<file path="config.mk">
export PLATFORM = sky130hd
export DESIGN_NAME = pipeline_hazard_ctrl
export DESIGN_NICKNAME = d
export VERILOG_FILES = /design/src/rtl/cpu_types_pkg.sv /design/src/rtl/stall_counter.sv /design/src/rtl/pipeline_hazard_ctrl.sv
export SDC_FILE = /design/constraint.sdc
export NUM_CORES = 1
export LEC_CHECK = 0
export BUFFER_PORTS_ARGS = -buffer_cell sky130_fd_sc_hd__clkbuf_2
export CAP_MARGIN = 20
export CORE_UTILIZATION = 35
export DETAILED_ROUTE_END_ITERATION = 10
export GPL_TIMING_DRIVEN = 0
export PLACE_DENSITY = 0.66
export SYNTH_ARGS = -nofsm -noshare
export SYNTH_HDL_FRONTEND = slang
export SYNTH_SLANG_ARGS = --single-unit
</file>
<file path="constraint.sdc">
create_clock -name CLK -period 1.6 [get_ports CLK]
set_input_delay 0 -clock CLK [delete_from_list [all_inputs] [get_ports CLK]]
set_output_delay 0 -clock CLK [all_outputs]
set_load 0.01 [all_outputs]
</file>
<file path="src/rtl/cpu_types_pkg.sv">
// Shared core types: register index type and the hazard sequencer states.
// Imported by the pipeline control logic.
package cpu_types_pkg;

   localparam int REGBITS_W = 5;
   localparam int BUB_W     = 3;

   typedef logic [REGBITS_W-1:0] regbits_t;

   typedef enum logic [1:0] {
      RUN      = 2'd0,
      LU_STALL = 2'd1,
      HALTED   = 2'd2
   } hzd_state_t;

endpackage

</file>
<file path="src/rtl/stall_counter.sv">
// Saturating event counter used for pipeline stall performance monitoring.
// Holds at all-ones once full.
module stall_counter #(
   parameter int STALL_W = 16
) (
   input  logic               CLK,
   input  logic               RST,
   input  logic               inc,
   output logic [STALL_W-1:0] count
);

   logic [STALL_W-1:0] count_q;
   logic [STALL_W-1:0] count_d;

   always_comb begin
      count_d = count_q;
      if (inc && (count_q != {STALL_W{1'b1}})) begin
         count_d = count_q + 1'b1;
      end
   end

   always_ff @(posedge CLK or posedge RST) begin
      if (RST) begin
         count_q <= '0;
      end else begin
         count_q <= count_d;
      end
   end

   assign count = count_q;

endmodule

</file>
<file path="src/rtl/pipeline_hazard_ctrl.sv">
// Per-core pipeline sequencer: stage enables/flushes, PC enable, halt and
// stall accounting, resolved in a fixed priority order each cycle.
module pipeline_hazard_ctrl
   import cpu_types_pkg::*;
#(
   parameter int REG_W      = 5,
   parameter int LU_BUBBLES = 1,
   parameter int STALL_W    = 16
) (
   input  logic               CLK,
   input  logic               RST,
   input  logic               ihit,
   input  logic               dhit,
   input  logic               mem_req_MEM,
   input  logic               memread_EX,
   input  logic [REG_W-1:0]   rd_EX,
   input  logic [REG_W-1:0]   rs1_ID,
   input  logic [REG_W-1:0]   rs2_ID,
   input  logic               use_rs1_ID,
   input  logic               use_rs2_ID,
   input  logic               b_en_EX,
   input  logic               j_en_EX,
   input  logic               halt_WB,
   output logic               pc_write,
   output logic               imemREN,
   output logic               Write_IF_ID,
   output logic               flush_IF_ID,
   output logic               Write_ID_EX,
   output logic               flush_ID_EX,
   output logic               Write_EX_MEM,
   output logic               Write_MEM_WB,
   output logic               halt,
   output logic [STALL_W-1:0] stall_count
);

   localparam logic [BUB_W-1:0] BUB_INIT = BUB_W'(LU_BUBBLES - 1);

   hzd_state_t       state_q, state_d;
   logic [BUB_W-1:0] bub_q, bub_d;

   logic lu;
   logic dwait;
   logic redir;
   logic stall_inc;

   assign lu = memread_EX && (rd_EX != '0) &&
               ((use_rs1_ID && (rs1_ID == rd_EX)) ||
                (use_rs2_ID && (rs2_ID == rd_EX)));
   assign dwait = mem_req_MEM && !dhit;
   assign redir = b_en_EX || j_en_EX;

   always_comb begin
      state_d      = state_q;
      bub_d        = bub_q;
      pc_write     = 1'b1;
      imemREN      = 1'b1;
      Write_IF_ID  = 1'b1;
      flush_IF_ID  = 1'b0;
      Write_ID_EX  = 1'b1;
      flush_ID_EX  = 1'b0;
      Write_EX_MEM = 1'b1;
      Write_MEM_WB = 1'b1;
      halt         = 1'b0;
      stall_inc    = 1'b0;
      if (RST) begin
         pc_write     = 1'b0;
         imemREN      = 1'b0;
         Write_IF_ID  = 1'b0;
         Write_ID_EX  = 1'b0;
         Write_EX_MEM = 1'b0;
         Write_MEM_WB = 1'b0;
      end else if (state_q == HALTED) begin
         pc_write     = 1'b0;
         imemREN      = 1'b0;
         Write_IF_ID  = 1'b0;
         Write_ID_EX  = 1'b0;
         Write_EX_MEM = 1'b0;
         Write_MEM_WB = 1'b0;
         halt         = 1'b1;
      end else if (halt_WB) begin
         pc_write     = 1'b0;
         Write_IF_ID  = 1'b0;
         Write_ID_EX  = 1'b0;
         Write_EX_MEM = 1'b0;
         state_d      = HALTED;
      end else if (dwait) begin
         // full freeze: state and bubble count hold, redirect waits
         pc_write     = 1'b0;
         Write_IF_ID  = 1'b0;
         Write_ID_EX  = 1'b0;
         Write_EX_MEM = 1'b0;
         Write_MEM_WB = 1'b0;
      end else if (redir) begin
         flush_IF_ID  = 1'b1;
         flush_ID_EX  = 1'b1;
         state_d      = RUN;
         bub_d        = '0;
      end else if ((state_q == LU_STALL) || lu) begin
         pc_write     = 1'b0;
         Write_IF_ID  = 1'b0;
         flush_ID_EX  = 1'b1;
         if (state_q == LU_STALL) begin
            bub_d = bub_q - 1'b1;
            if (bub_q == BUB_W'(1)) begin
               state_d = RUN;
            end
         end else if (LU_BUBBLES > 1) begin
            state_d = LU_STALL;
            bub_d   = BUB_INIT;
         end
      end else if (!ihit) begin
         pc_write     = 1'b0;
         flush_IF_ID  = 1'b1;
      end
      stall_inc = !RST && !pc_write && (state_q != HALTED);
   end

   always_ff @(posedge CLK or posedge RST) begin
      if (RST) begin
         state_q <= RUN;
         bub_q   <= '0;
      end else begin
         state_q <= state_d;
         bub_q   <= bub_d;
      end
   end

   stall_counter #(
      .STALL_W (STALL_W)
   ) u_stall_counter (
      .CLK   (CLK),
      .RST   (RST),
      .inc   (stall_inc),
      .count (stall_count)
   );

endmodule

</file>
Word level (Yosys, flattened, before mapping)
Index checks and enable logic that the tools add are counted.
{"block": "totals", "input_bits": 26, "output_inout_bits": 25, "regBits": 21}
{"block": "classes", "n_mux": 46, "n_eq_ne": 8, "addsub": 2, "bitwise_logic": 4, "n_reduce_logical": 22}
{"cell": "$mux 1", "n": 37}
{"cell": "$add 16x1->16 const B", "n": 1}
{"cell": "$ne 16x16->1 const B", "n": 1}
{"cell": "$mux 2", "n": 6}
{"cell": "$reduce_and 6->1", "n": 2}
{"cell": "$eq 5x5->1", "n": 2}
{"cell": "$mux 3", "n": 3}
{"cell": "$reduce_bool 3->1", "n": 3}
{"cell": "$logic_and 1x1->1", "n": 8}
{"cell": "$reduce_bool 5->1", "n": 1}
{"cell": "$ne 2x2->1 const B", "n": 2}
{"cell": "$not 1->1", "n": 4}
{"cell": "$reduce_bool 2->1", "n": 2}
{"cell": "$eq 3x1->1 const B", "n": 1}
{"cell": "$logic_not 1->1", "n": 3}
{"cell": "$logic_or 1x1->1", "n": 3}
{"cell": "$sub 3x1->3 const B", "n": 1}
{"cell": "$eq 2x1->1 const B", "n": 1}
{"cell": "$eq 2x2->1 const B", "n": 1}

Depth between registers and ports, before layout
Gate-level depths: netlist (run 1).
{"block": "logic_depth", "ltp_word": 15, "depth_mapped": 8}

By module
A second synthesis (run 1) with hierarchy kept.
{"block": "unflattened", "hier_cells": 112, "area_unflattened_um2": 1088.5}
{"module": "stall_counter", "seq_area_each_um2": 400.4, "cells_per_inst": 71, "n_inst": 1, "area_each_um2": 805.8}
{"module": "pipeline_hazard_ctrl", "seq_area_each_um2": 25.0, "cells_per_inst": 41, "n_inst": 1, "area_each_um2": 282.8}

Worst setup path before layout (run 1)
Ideal clock, no wire load.
{"block": "synth_timing", "path_type": "reg2reg", "startpoint": "reg u_stall_counter.count_q[10] (netlist: u_stall_counter.count[10])", "endpoint": "reg u_stall_counter.count_q[11] (netlist: u_stall_counter.count[11])", "arrival_time_ns": 1.609, "required_time_ns": 1.473, "period_less_slack_ns": 1.736, "slack_ns": -0.136, "path_stages_with_launch": 9, "setup_ns": 0.127, "path_cell_list": "dfrtp_1 -> and2_2 -> and3_1 -> and3_1 -> nand3_1 -> o211a_4 -> buf_8 -> nand4_1 -> xnor2_1"}
{"block": "synth_via", "elab_chain_cells": 2, "word_cells_on_any_way": 3}
{"item": "start: declaration", "line": "stall_counter.sv:12", "rtl": "logic [STALL_W-1:0] count_q;"}
{"item": "start signal: assignment", "line": "stall_counter.sv:26", "rtl": "count_q <= count_d;"}
{"item": "parallel branches: the longest is 2 deep, another holds $add 16x1->16"}
Several ways; the timed one is not identified.
A chain may end at the register's enable or synchronous reset.

Final worst setup path (run 1)
{"block": "layout_timing", "startpoint": "reg u_stall_counter.count_q[9] (netlist: u_stall_counter.count[9])", "endpoint": "reg u_stall_counter.count_q[12] (netlist: u_stall_counter.count[12])"}
The elaborated chain is that of the path after synthesis.

==> results of run 1 <==
per-layer routing:
metal / track usage [%] / vias to the layer above / part of all wire [%]
met5: 0 / - / 0
met4: 2.79 / 0 / 0.25
met3: 6.05 / 2 / 7.7
met2: 31.3 / 45 / 54
met1: 18.4 / 497 / 38
li1: - / 504 / -
area by class of cell:
class,instances,area (µm²)
flip-flops and latches,17,428
multi-input cells,80,672
plain buffers,2,22.5
well taps,31,38.8
clock buffers,4,26.3
repair buffers,66,400
fillers,257,1150
inverters,5,18.8
cells by family after synthesis:
kind of cell / count (synthesis)
and+or+nand+nor: 45
buffers and inverters: 7
DFF: 17
xor gates and xnor gates: 25
adders and majority gates: 1
AOI/OAI and AO/OA: 8
muxes: 1
path summary, 6_finish.rpt:
check	cells past startpoint	slack [ns]	end
max in group asynchronous	3	0.63	u_stall_counter.count[2]
min in group asynchronous	3	0.44	state_q[1]
max	8	-0.13	u_stall_counter.count[12]
min reg2reg	1	0.49	u_stall_counter.count[7]
max reg2reg	8	-0.13	u_stall_counter.count[12]
min	3	0.05	state_q[1]
worst max-delay path: cells and delay by family, from the launching register on:
family / cells / cell delay, ns
and+or+nand+nor: 5 / 0.69
DFF: 1 / 0.39
AOI/OAI and AO/OA: 1 / 0.23
xor gates and xnor gates: 1 / 0.21
buffers and inverters: 1 / 0.12
what timing repair did:
action                                  CTS  global route
endpoints found under the setup margin   16            17
buffers inserted                          9             4
cloned                                    0             1
pin swaps                                 6            13
hold buffers                              2             0
resized for setup                         5            18
endpoints found under the hold margin    18             0
registers in the layout (all words and copies together), names as in the netlist:
register	flops
u_stall_counter.count	16
state_q	1
synthesized netlist by cell type:
master	count	area (µm²)
xnor2_1	24	210
dfrtp_1	17	425
nand3_1	9	45.0
nand4_1	9	56.3
nor2_1	7	26.3
nand2_1	6	22.5
inv_1	5	18.8
and3_1	4	25.0
nor2b_1	3	18.8
a21boi_0	2	15.0
and2_2	2	15.0
nor3_1	2	10.0
a21o_1	1	7.51
a21oi_1	1	5.00
buf_4	1	7.51
buf_8	1	15.0
ha_1	1	12.5
mux2_2	1	11.3
nor4b_2	1	15.0
o211a_4	1	17.5
o21ai_2	1	8.76
o22ai_1	1	6.26
o31ai_1	1	7.51
or2b_1	1	7.51
or4_1	1	7.51
xor2_1	1	8.76
placed cells by master, fill, tap and decap left out, types with 2 or more instances in the layout:
cell type | netlist | layout
nand2_4 | 0 | 2
inv_1 | 5 | 5
nor2_1 | 7 | 6
clkbuf_2 | 0 | 50
nand3_1 | 9 | 3
nand3_2 | 0 | 6
nand4_1 | 9 | 9
dfrtp_2 | 0 | 2
dfrtp_1 | 17 | 15
and3_4 | 0 | 2
and3_1 | 4 | 2
xnor2_2 | 0 | 3
buf_6 | 0 | 2
buf_4 | 1 | 12
nor2b_1 | 3 | 2
clkbuf_4 | 0 | 3
xnor2_1 | 24 | 21
a21boi_0 | 2 | 2
dlygate4sd3_1 | 0 | 2
nand2_1 | 6 | 3
report_power, final:
group          internal [mW]  switching [mW]
Combinational          0.184           0.143
Clock                 0.0971           0.136
Sequential             0.458          0.0341
==> results.md, run 1 <==
- Hold Crit Class: in -> reg
- Hold Startpoint: RST
- Seq cells post-synth: 17
- Largest net degree at the start of global routing: 18
- CTS root buf: clkbuf_4
- Routability cong.: around 0.80
- Die span in x: 56.1 µm
- Post-synthesis adder-cell area fraction: 1.22%
- # rows: 19
- Routed length per placed instance: 13.6 µm
- VDD IR max: 0.544 mV
- Worst-path maximum fanout: 6
- Final wirelength: 2780 µm
- DRT antenna net count: 0
- Design area: 1610 µm²
- Grt ovf: 0
- CP Data Required Time: 1.81 ns
- Total CTS buffers: 3
- First-pass GRT wire length: 4210 µm
- Vias in the first global route: 1023
- Worst hold slack: 0.0533 ns
- Die area: 3150 µm²
- Setup crit end kind: flop
- Worst EP arrival: 1.93 ns
- Die H: 56.1 µm
- Mux share of post-synthesis cell area: 1.10%
- Leak Pwr: 0.803 nW
- All-Layer GR Usage: roughly 17%
- Antenna violations before repair: 0
- Maxcap violations: 0
- CTS Buffer Depth: 2
- Port Buffer Count: 50
- Worst path slowest cell: dfrtp_1
- Htree depth: 1
- Initial Utilization: 37.2%
- Placed cells: 185
- Least-Margin Pin Slew: roughly 0.77 ns
- Worst slew margin: between 40% and 50%
- Critical path class: reg -> reg
- Pwr Density: 656 nW/µm²
- Post-Place Worst Slack: -0.246 ns
- Via count: around 1000
- Post-synthesis xor/xnor area fraction: 21.3%
- Synth unique cells: 26
- CP max stage delay: between 0.3 and 0.4 ns
- Initial DRC Count: 18
- Final core utilization: 58.3%
- Syn avg cell area: 9.87 µm²
- Final period util: 108%
- CTS tree: built
- Post-Route Setup TNS: -0.914 ns
- Post-Synth Simple-Gate Area: 24.3%
- DR pass1 iterations: 4
- Run status: finished with violations
- Core area: between 2000 and 3000 µm²
- Final Max Tran Viols: 0
- RSZ-0062 raised after global routing: yes
- Antenna Cells: 0
- Main combinational cell family by area after synthesis: simple AND/OR/NAND/NOR gates
- Reg2reg start: u_stall_counter.count[9]
- Synthesis-to-finish area growth: 56.6%
- Most frequent CP cell: and3_4
- Critical path launch point type: flop
- Final hold violations: 0
- Clk_lat worst skew: 0.29 ns
- Syn Inst Count: roughly 100
- Vias/cell: 5.11
- Top Ports: 51
- Worst-path cell chain: and2_4 > and3_4 > and3_4 > nand3_2 > o211a_4 > buf_6 > nand4_1 > xnor2_1
- Synthesized area: 1030 µm²
- Fmax achieved: 580 MHz
- Synth warn: 0
- Final HPWL DP: 1870 µm
- DRC: 0
- Critical Path Start: u_stall_counter.count[9]
- Total power: between 1 and 1.5 mW
- Worst-path clk slew: 0.10 ns
- Crit path time final: between 1.5 and 2 ns
- Share of layout cells above drive strength 1: 54.6%
- Nets: 202
- Setup-failing EPs final: 15
- Placed instance area: between 1000 and 1500 µm²
- Failing checks: negative setup slack
- Sequential-to-total area share from yosys stat: between 40% and 50%
- Post-route insts no fill: 205
- Syn Nets: roughly 130
- Compound-gate portion of the synthesized area: 6.59%
- Clock sinks: 17
- Setup Skew: 0.00171 ns
- Final setup margin: -0.125 ns
No activity file was read; power rests on OpenSTA's default activity.
==> run 2: changes to the inputs <==
==> constraint.sdc (replaced) <==
create_clock -name CLK -period 1.6 [get_ports CLK]
set_input_delay 0.16 -clock CLK [delete_from_list [all_inputs] [get_ports CLK]]
set_output_delay 0.16 -clock CLK [all_outputs]
set_load 0.01 [all_outputs]
==> results.md, run 2 (synthesized netlist as in run 1, its figures left out) <==
- Routability cong.: 0.795 (unchanged)
- Capture point of the worst reg-to-reg path: u_stall_counter.count[12]
- Psw: 0.317 mW (+1.0%)
- Final hold violations: 0 (unchanged)
- Clock sinks: 17 (unchanged)
- Via count: 1038 (-0.95%)
- Least-Margin Pin Slew: 0.755 ns (-0.0111 ns)
- Crit path time final: 1.74 ns (+0.0137 ns)
- Total power: 1.06 mW (+0.69%)
- Die span in x: 56.1 µm (unchanged)
- Critical path launch point type: flop
- Int Power: 0.744 mW (+0.54%)
- Die H: 56.1 µm (unchanged)
- Total CTS buffers: 3 (unchanged)
- Combinational cell fraction of total power: 31.4% (+0.3 points)
- Worst Setup EP: u_stall_counter.count[12]
- Initial Utilization: 37.2% (unchanged)
- Worst slew margin: 49.5% (+0.74 points)
- Filler cells: 247 (-3.9%)
- CTS root buf: clkbuf_4
- DR pass1 iterations: 4 (unchanged)
- Htree depth: 1 (unchanged)
- Grt ovf: 0 (unchanged)
- Post-Place Worst Slack: -0.331 ns (-0.0843 ns)
- Worst EP arrival: 1.95 ns (+0.02 ns)
- Failing checks: negative setup slack
- Largest register FFs: 16 (unchanged)
- Final period util: 109% (+0.86 points)
- Setup Skew: 0.00311 ns (+0.00140 ns)
- Most frequent cells in the layout: 47 x clkbuf_2, 21 x xnor2_1, 15 x dfrtp_1
- Clk network pwr share: 22.2% (about the same)
- VDD IR max: 0.554 mV (+1.7%)
- Clk_lat worst skew: 0.30 ns (about the same)
- Placed cells: 185 (unchanged)
- CTS tree: built
- Flop pwr share: 46.4% (-0.4 points)
- First-pass GRT wire length: 4170 µm (-1.0%)
- Nets: 202 (unchanged)
- Pwr Density: 644 nW/µm² (-1.8%)
- Design area: 1650 µm² (+2.5%)
- Share of layout cells above drive strength 1: 58.6% (+4.0 points)
- All-Layer GR Usage: 16.7% (-0.15 points)
- Initial DRC Count: 35 (+17)
- CTS Buffer Depth: 2 (unchanged)
- Fmax achieved: 575 MHz (-0.79%)
- Placed instance area: 1340 µm² (unchanged)
- Vias/cell: 5.06 (-0.95%)
- Critical Path Start: u_stall_counter.count[9]
- Core area: 2760 µm² (unchanged)
- Antenna violations before repair: 0 (unchanged)
- # rows: 19 (unchanged)
- CP Data Required Time: 1.81 ns (about the same)
- R2R cell count: 8 (unchanged)
- R2r setup slk: -0.14 ns (about the same)
- Setup crit end kind: flop
- Port Buffer Count: 50 (unchanged)
- Critical path class: reg -> reg
- Switching fraction of total power: 29.9% (+0.10 points)
- Setup-failing EPs final: 14 (-1)
- Leak Pwr: 0.782 nW (-2.7%)
- Hold Crit Class: in -> reg
- Final HPWL DP: 1870 µm (unchanged)
- Largest net degree at the start of global routing: 20 (+2)
- Routed length per placed instance: 13.8 µm (+1.8%)
- Top Ports: 51 (unchanged)
- Worst-path clk slew: 0.10 ns (about the same)
- Post-route insts no fill: 205 (unchanged)
- Run status: finished with violations
- Maxcap violations: 0 (unchanged)
- Final setup margin: -0.139 ns (-0.0137 ns)
- Synthesis-to-finish area growth: 60.5%
- DRT antenna net count: 0 (unchanged)
- Reg2reg start: u_stall_counter.count[9]
- RSZ-0062 raised after global routing: yes
- Die area: 3150 µm² (unchanged)
- Final wirelength: 2830 µm (+1.8%)
- Final Max Tran Viols: 0 (unchanged)
- Final core utilization: 59.7% (+1.5 points)
- DRC: 0 (unchanged)
- Most common cell after layout, fill and taps aside: clkbuf_2
- Vias in the first global route: 1016 (-0.68%)
- Worst-path maximum fanout: 6 (unchanged)
- Antenna Cells: 0 (unchanged)
[run 2: power by group through the flow]
stage,sequential (mW),clock [mW],combinational (mW)
2_1_floorplan,0.508,0,0.0971
3_3_place_gp,0.495,0,0.196
3_5_place_dp,0.501,0,0.205
4_1_cts,0.480,0.240,0.270
5_1_grt,0.496,0.260,0.368
6_report,0.492,0.235,0.333
[run 2: worst min path at each step]
stage / from / to / slack, ns / cells past startpoint
after floorplan: RST / state_q[1] / 0.10 / 1
after global placement: RST / state_q[1] / 0.32 / 2
after detailed placement: RST / state_q[1] / 0.33 / 2
after CTS: RST / state_q[1] / 0.009 / 2
after global routing: halt_WB / state_q[1] / 0.14 / 2
final: halt_WB / state_q[1] / 0.14 / 2
[run 2: worst max-delay path, cell delays in order (launching register included)]
cell and delay [ns]:
dfrtp_1 0.39, and2_4 0.16, and3_4 0.17, and3_4 0.17, nand3_2 0.07, o211a_4 0.23, buf_6 0.12, nand4_1 0.11
xnor2_1 0.22
[run 2: through the flow]
| stage | setup TNS (ns) | hold WS, ns |
|---|---|---|
| 6_report | -0.957 | 0.145 |
| 5_1_grt | -2.04 | 0.145 |
| 4_1_cts | -0.531 | 0.00873 |
| 3_5_place_dp | -4.44 | 0.329 |
| 3_3_place_gp | -4.07 | 0.316 |
| 2_1_floorplan | -0.433 | 0.103 |
[run 2: final cells by class]
class / count / area, µm² / area share (%)
plain buffers: 2 / 22.5 / 1.37
clock buffers: 4 / 26.3 / 1.60
inverters: 5 / 22.5 / 1.37
multi-input cells: 80 / 694 / 42.2
flip-flops and latches: 17 / 428 / 26.0
well taps: 31 / 38.8 / 2.36
repair buffers: 66 / 414 / 25.2
[run 2: timing repair]
item                                    in CTS  in global routing
hold endpoints to repair                     0                 17
endpoints found under the setup margin      19                 22
buffers inserted                             9                  5
gates resized for setup                      6                 32
gates cloned                                 0                  1
hold buffers                                 0                  1
pin swaps                                    6                 17
[run 2: routing by layer]
layer / routed length [µm] / GRT usage (%) / share of wire [%] / vias to the layer above
met4: 24 / 2.79 / 0.85 / 0
met3: 217 / 6.05 / 7.7 / 4
met2: 1560 / 31.1 / 55 / 45
met5: 0 / 0 / 0 / -
li1: - / - / - / 498
met1: 1030 / 18.1 / 36 / 491
==> run 3: changes to the inputs <==
--- a/config.mk
+++ b/config.mk
@@ -5,12 +5,13 @@
 export SDC_FILE = /design/constraint.sdc
 export NUM_CORES = 1
 export LEC_CHECK = 0
+export ABC_AREA = 1
 export BUFFER_PORTS_ARGS = -buffer_cell sky130_fd_sc_hd__clkbuf_2
 export CAP_MARGIN = 20
 export CORE_UTILIZATION = 35
 export DETAILED_ROUTE_END_ITERATION = 10
 export GPL_TIMING_DRIVEN = 0
-export PLACE_DENSITY = 0.66
+export PLACE_DENSITY = 0.62
 export SYNTH_ARGS = -nofsm -noshare
 export SYNTH_HDL_FRONTEND = slang
 export SYNTH_SLANG_ARGS = --single-unit
==> constraint.sdc (replaced) <==
create_clock -name CLK -period 1.6 [get_ports CLK]
set_input_delay 0.16 -clock CLK [delete_from_list [all_inputs] [get_ports CLK]]
set_output_delay 0.16 -clock CLK [all_outputs]
set_load 0.05 [all_outputs]
==> results.md, run 3 <==
- Run status: completed
- VDD IR max: 0.237 mV (-57%)
- Pwr Density: 448 nW/µm² (-30%)
- R2r setup slk: 0.06 ns (+0.19 ns)
- Final period util: 96.5% (-12 points)
- Crit path time final: 1.54 ns (-0.195 ns)
- Setup Skew: 0.00446 ns (+0.00135 ns)
- Most common cell in the synthesized netlist: nand2_1
- All-Layer GR Usage: 16.6% (-0.032 points)
- Most instantiated cells after synthesis: 78 x nand2_1, 28 x inv_1, 25 x nand3_1
- Core area: 3740 µm² (+36%)
- Placed instance area: 1770 µm² (+32%)
- Worst slew margin: 56.7% (+7.2 points)
- Syn Nets: 245 (+87%)
- First-pass GRT wire length: 5550 µm (+33%)
- Filler cells: 399 (+62%)
- DR pass1 iterations: 4 (unchanged)
- Largest net degree at the start of global routing: 18 (-10%)
- Antenna Cells: 0 (unchanged)
- Final hold violations: 0 (unchanged)
- Hold-fix buffers, CTS: 0 (unchanged)
- Design area: 1920 µm² (+16%)
- # rows: 22 (+3)
- Final wirelength: 3220 µm (+14%)
- Seq cells post-synth: 17 (unchanged)
- Synth warn: 0 (unchanged)
- Least-Margin Pin Slew: 0.649 ns (-0.106 ns)
- Area leader, netlist: dfrtp_1
- Placed cells: 316 (+71%)
- Fmax achieved: 647 MHz (+13%)
- Area of the multi-input gates: 878 µm² (+26%)
- Largest register FFs: 16 (unchanged)
- Capture point of the worst reg-to-reg path: u_stall_counter.count[9]
- Vias/cell: 4.55 (-10%)
- Most common cell after layout, fill and taps aside: nand2_1
- DRC: 0 (unchanged)
- CTS root buf: clkbuf_8
- Die span in x: 65.4 µm (+16%)
- CP Data Required Time: 1.75 ns (-0.06 ns)
- Synth unique cells: 26 (unchanged)
- Reg2reg start: u_stall_counter.count[0]
- Die H: 65.4 µm (+16%)
- Top Ports: 51 (unchanged)
- Share of layout cells above drive strength 1: 35.1% (-23 points)
- Antenna violations before repair: 0 (unchanged)
- FF+latch area: 438 µm² (+2.3%)
- Setup crit end kind: flop
- Worst-path maximum fanout: 10 (+4)
- Post-route insts no fill: 327 (+60%)
- Nets: 307 (+52%)
- Ranking of synthesized cells by area: dfrtp_1 30%, nand2_1 21%, nand3_1 8.9%, inv_1 7.5%, nor2_1 5.9%
- Syn Inst Count: 218 (+110%)
- Grt ovf: 0 (unchanged)
- Final HPWL DP: 2560 µm (+37%)
- Final core utilization: 51.2% (-8.5 points)
- Total power: 0.859 mW (-19%)
- Clock sinks: 17 (unchanged)
- Sequential-to-total area share from yosys stat: 30.3% (-11 points)
- Critical path launch point type: flop
- Most frequent cells in the layout: 77 x nand2_1, 46 x clkbuf_2, 27 x inv_1
- Maxcap violations: 0 (unchanged)
- CTS Buffer Depth: 2 (unchanged)
- Via count: 1488 (+43%)
- Die area: 4270 µm² (+36%)
- Critical path class: reg -> reg
- Port Buffer Count: 50 (unchanged)
- Leak Pwr: 1.05 nW (+34%)
- Worst EP arrival: 1.70 ns (-0.25 ns)
- Initial DRC Count: 60 (+71%)
- R2R cell count: 9 (+1)
- Hold Crit Class: in -> async
- Number of synthesized flops with an enable pin: 0 (unchanged)
- Yosys top cell area share: 30.3% (-11 points)
- Syn avg cell area: 6.45 µm² (-35%)
- Synth Flop Type: dfrtp_1
- FFs w/ async S/R, synth: 100% (unchanged)
- Vias in the first global route: 1288 (+27%)
- Worst hold slack: 0.0860 ns (-0.0590 ns)
- Synthesized area: 1410 µm² (+37%)
- Routability cong.: 0.801 (+0.78%)
- Htree depth: 1 (unchanged)
- Setup-failing EPs final: 0 (-14)
- Worst-path clk slew: 0.07 ns (-0.03 ns)
- Final Max Tran Viols: 0 (unchanged)
- DRT antenna net count: 0 (unchanged)
- Total CTS buffers: 3 (unchanged)
- RSZ-0062 raised after global routing: yes
- Initial Utilization: 37.5% (+0.33 points)
- Synthesis-to-finish area growth: 36.5%
- Clk_lat worst skew: 0.26 ns (-0.04 ns)
- Routed length per placed instance: 9.85 µm (-29%)
- CTS tree: built
## run 3: cell count changes in the layout (fill, tap and decap cells not counted), moves of 6 or more
cell,delta
nand3_1,+21
nor2_1,+12
nand2_1,+75
dfrtp_1,-8
xnor2_1,-16
inv_1,+24
nor3_1,+6
xor2_1,+7
dfrtp_2,+8
## run 3: logic make-up (layout without fill, tap and decap cells)
logic type,count (synthesis),in the layout,share of synthesized area [%]
flip-flops,17,17,30.3
buffers and inverters,38,99,12.0
AND/OR/NAND/NOR,144,144,46.9
AO/OA/AOI/OAI,5,5,1.78
adder cells (fa/ha/maj),1,1,0.890
XOR/XNOR,13,13,8.10
## run 3: how the worst max path moves through the flow
| stage | start | end | slack, ns | cells after the start |
|---|---|---|---|---|
| 3_3_place_gp | state_q[1] | pc_write | -0.11 | 7 |
| 3_5_place_dp | state_q[1] | pc_write | -0.11 | 7 |
| 5_1_grt | u_stall_counter.count[0] | u_stall_counter.count[14] | -0.03 | 9 |
| 2_1_floorplan | state_q[1] | flush_IF_ID | -0.05 | 5 |
| 6_report | u_stall_counter.count[0] | u_stall_counter.count[9] | 0.06 | 9 |
| 4_1_cts | u_stall_counter.count[0] | u_stall_counter.count[9] | 0.003 | 10 |
## run 3: routing by layer
metal	track usage (%)	up-vias	wire, µm
li1	-	799	-
met1	21.8	650	1550
met2	26.5	35	1520
met3	3.30	4	120
met4	6.52	0	28
met5	0	-	0
## run 3: per-stage QoR
step | setup slack (ns) | TNS [ns]
6_report | 0.0555 | 0
5_1_grt | -0.0317 | -0.210
4_1_cts | 0.00327 | 0
2_1_floorplan | -0.0483 | -0.201
3_5_place_dp | -0.106 | -0.106
3_3_place_gp | -0.105 | -0.105
## run 3: cell type report
type	count	area share, %
Buffer	2	1.17
Multi-Input combinational cell	163	45.8
Clock inverter	1	0.261
Tap cell	48	3.13
Timing Repair Buffer	59	17.9
Sequential cell	17	22.8
Inverter	34	6.78
Clock buffer	3	2.15
## run 3: critical path, cell delays in order, from the launching register on
cell,delay (ns)
dfrtp_2,0.42
ha_4,0.17
nand3_4,0.11
nor3_4,0.21
nand3_2,0.09
nand2_2,0.08
inv_4,0.07
buf_8,0.14
nand3_1,0.08
nand2_1,0.06
## run 3: report_power, final
part	total, mW	switching, mW	internal [mW]
Sequential	0.430	0	0.430
Combinational	0.103	0.0625	0.0409
Clock	0.326	0.153	0.173
Total	0.859	0.215	0.644
## run 3: timing repair
item | CTS | global route
pin swaps | 2 | 5
cloned | 0 | 0
setup endpoints to repair | 4 | 13
resized for setup | 13 | 6
setup buffers | 1 | 8
hold endpoints to repair | 0 | 0
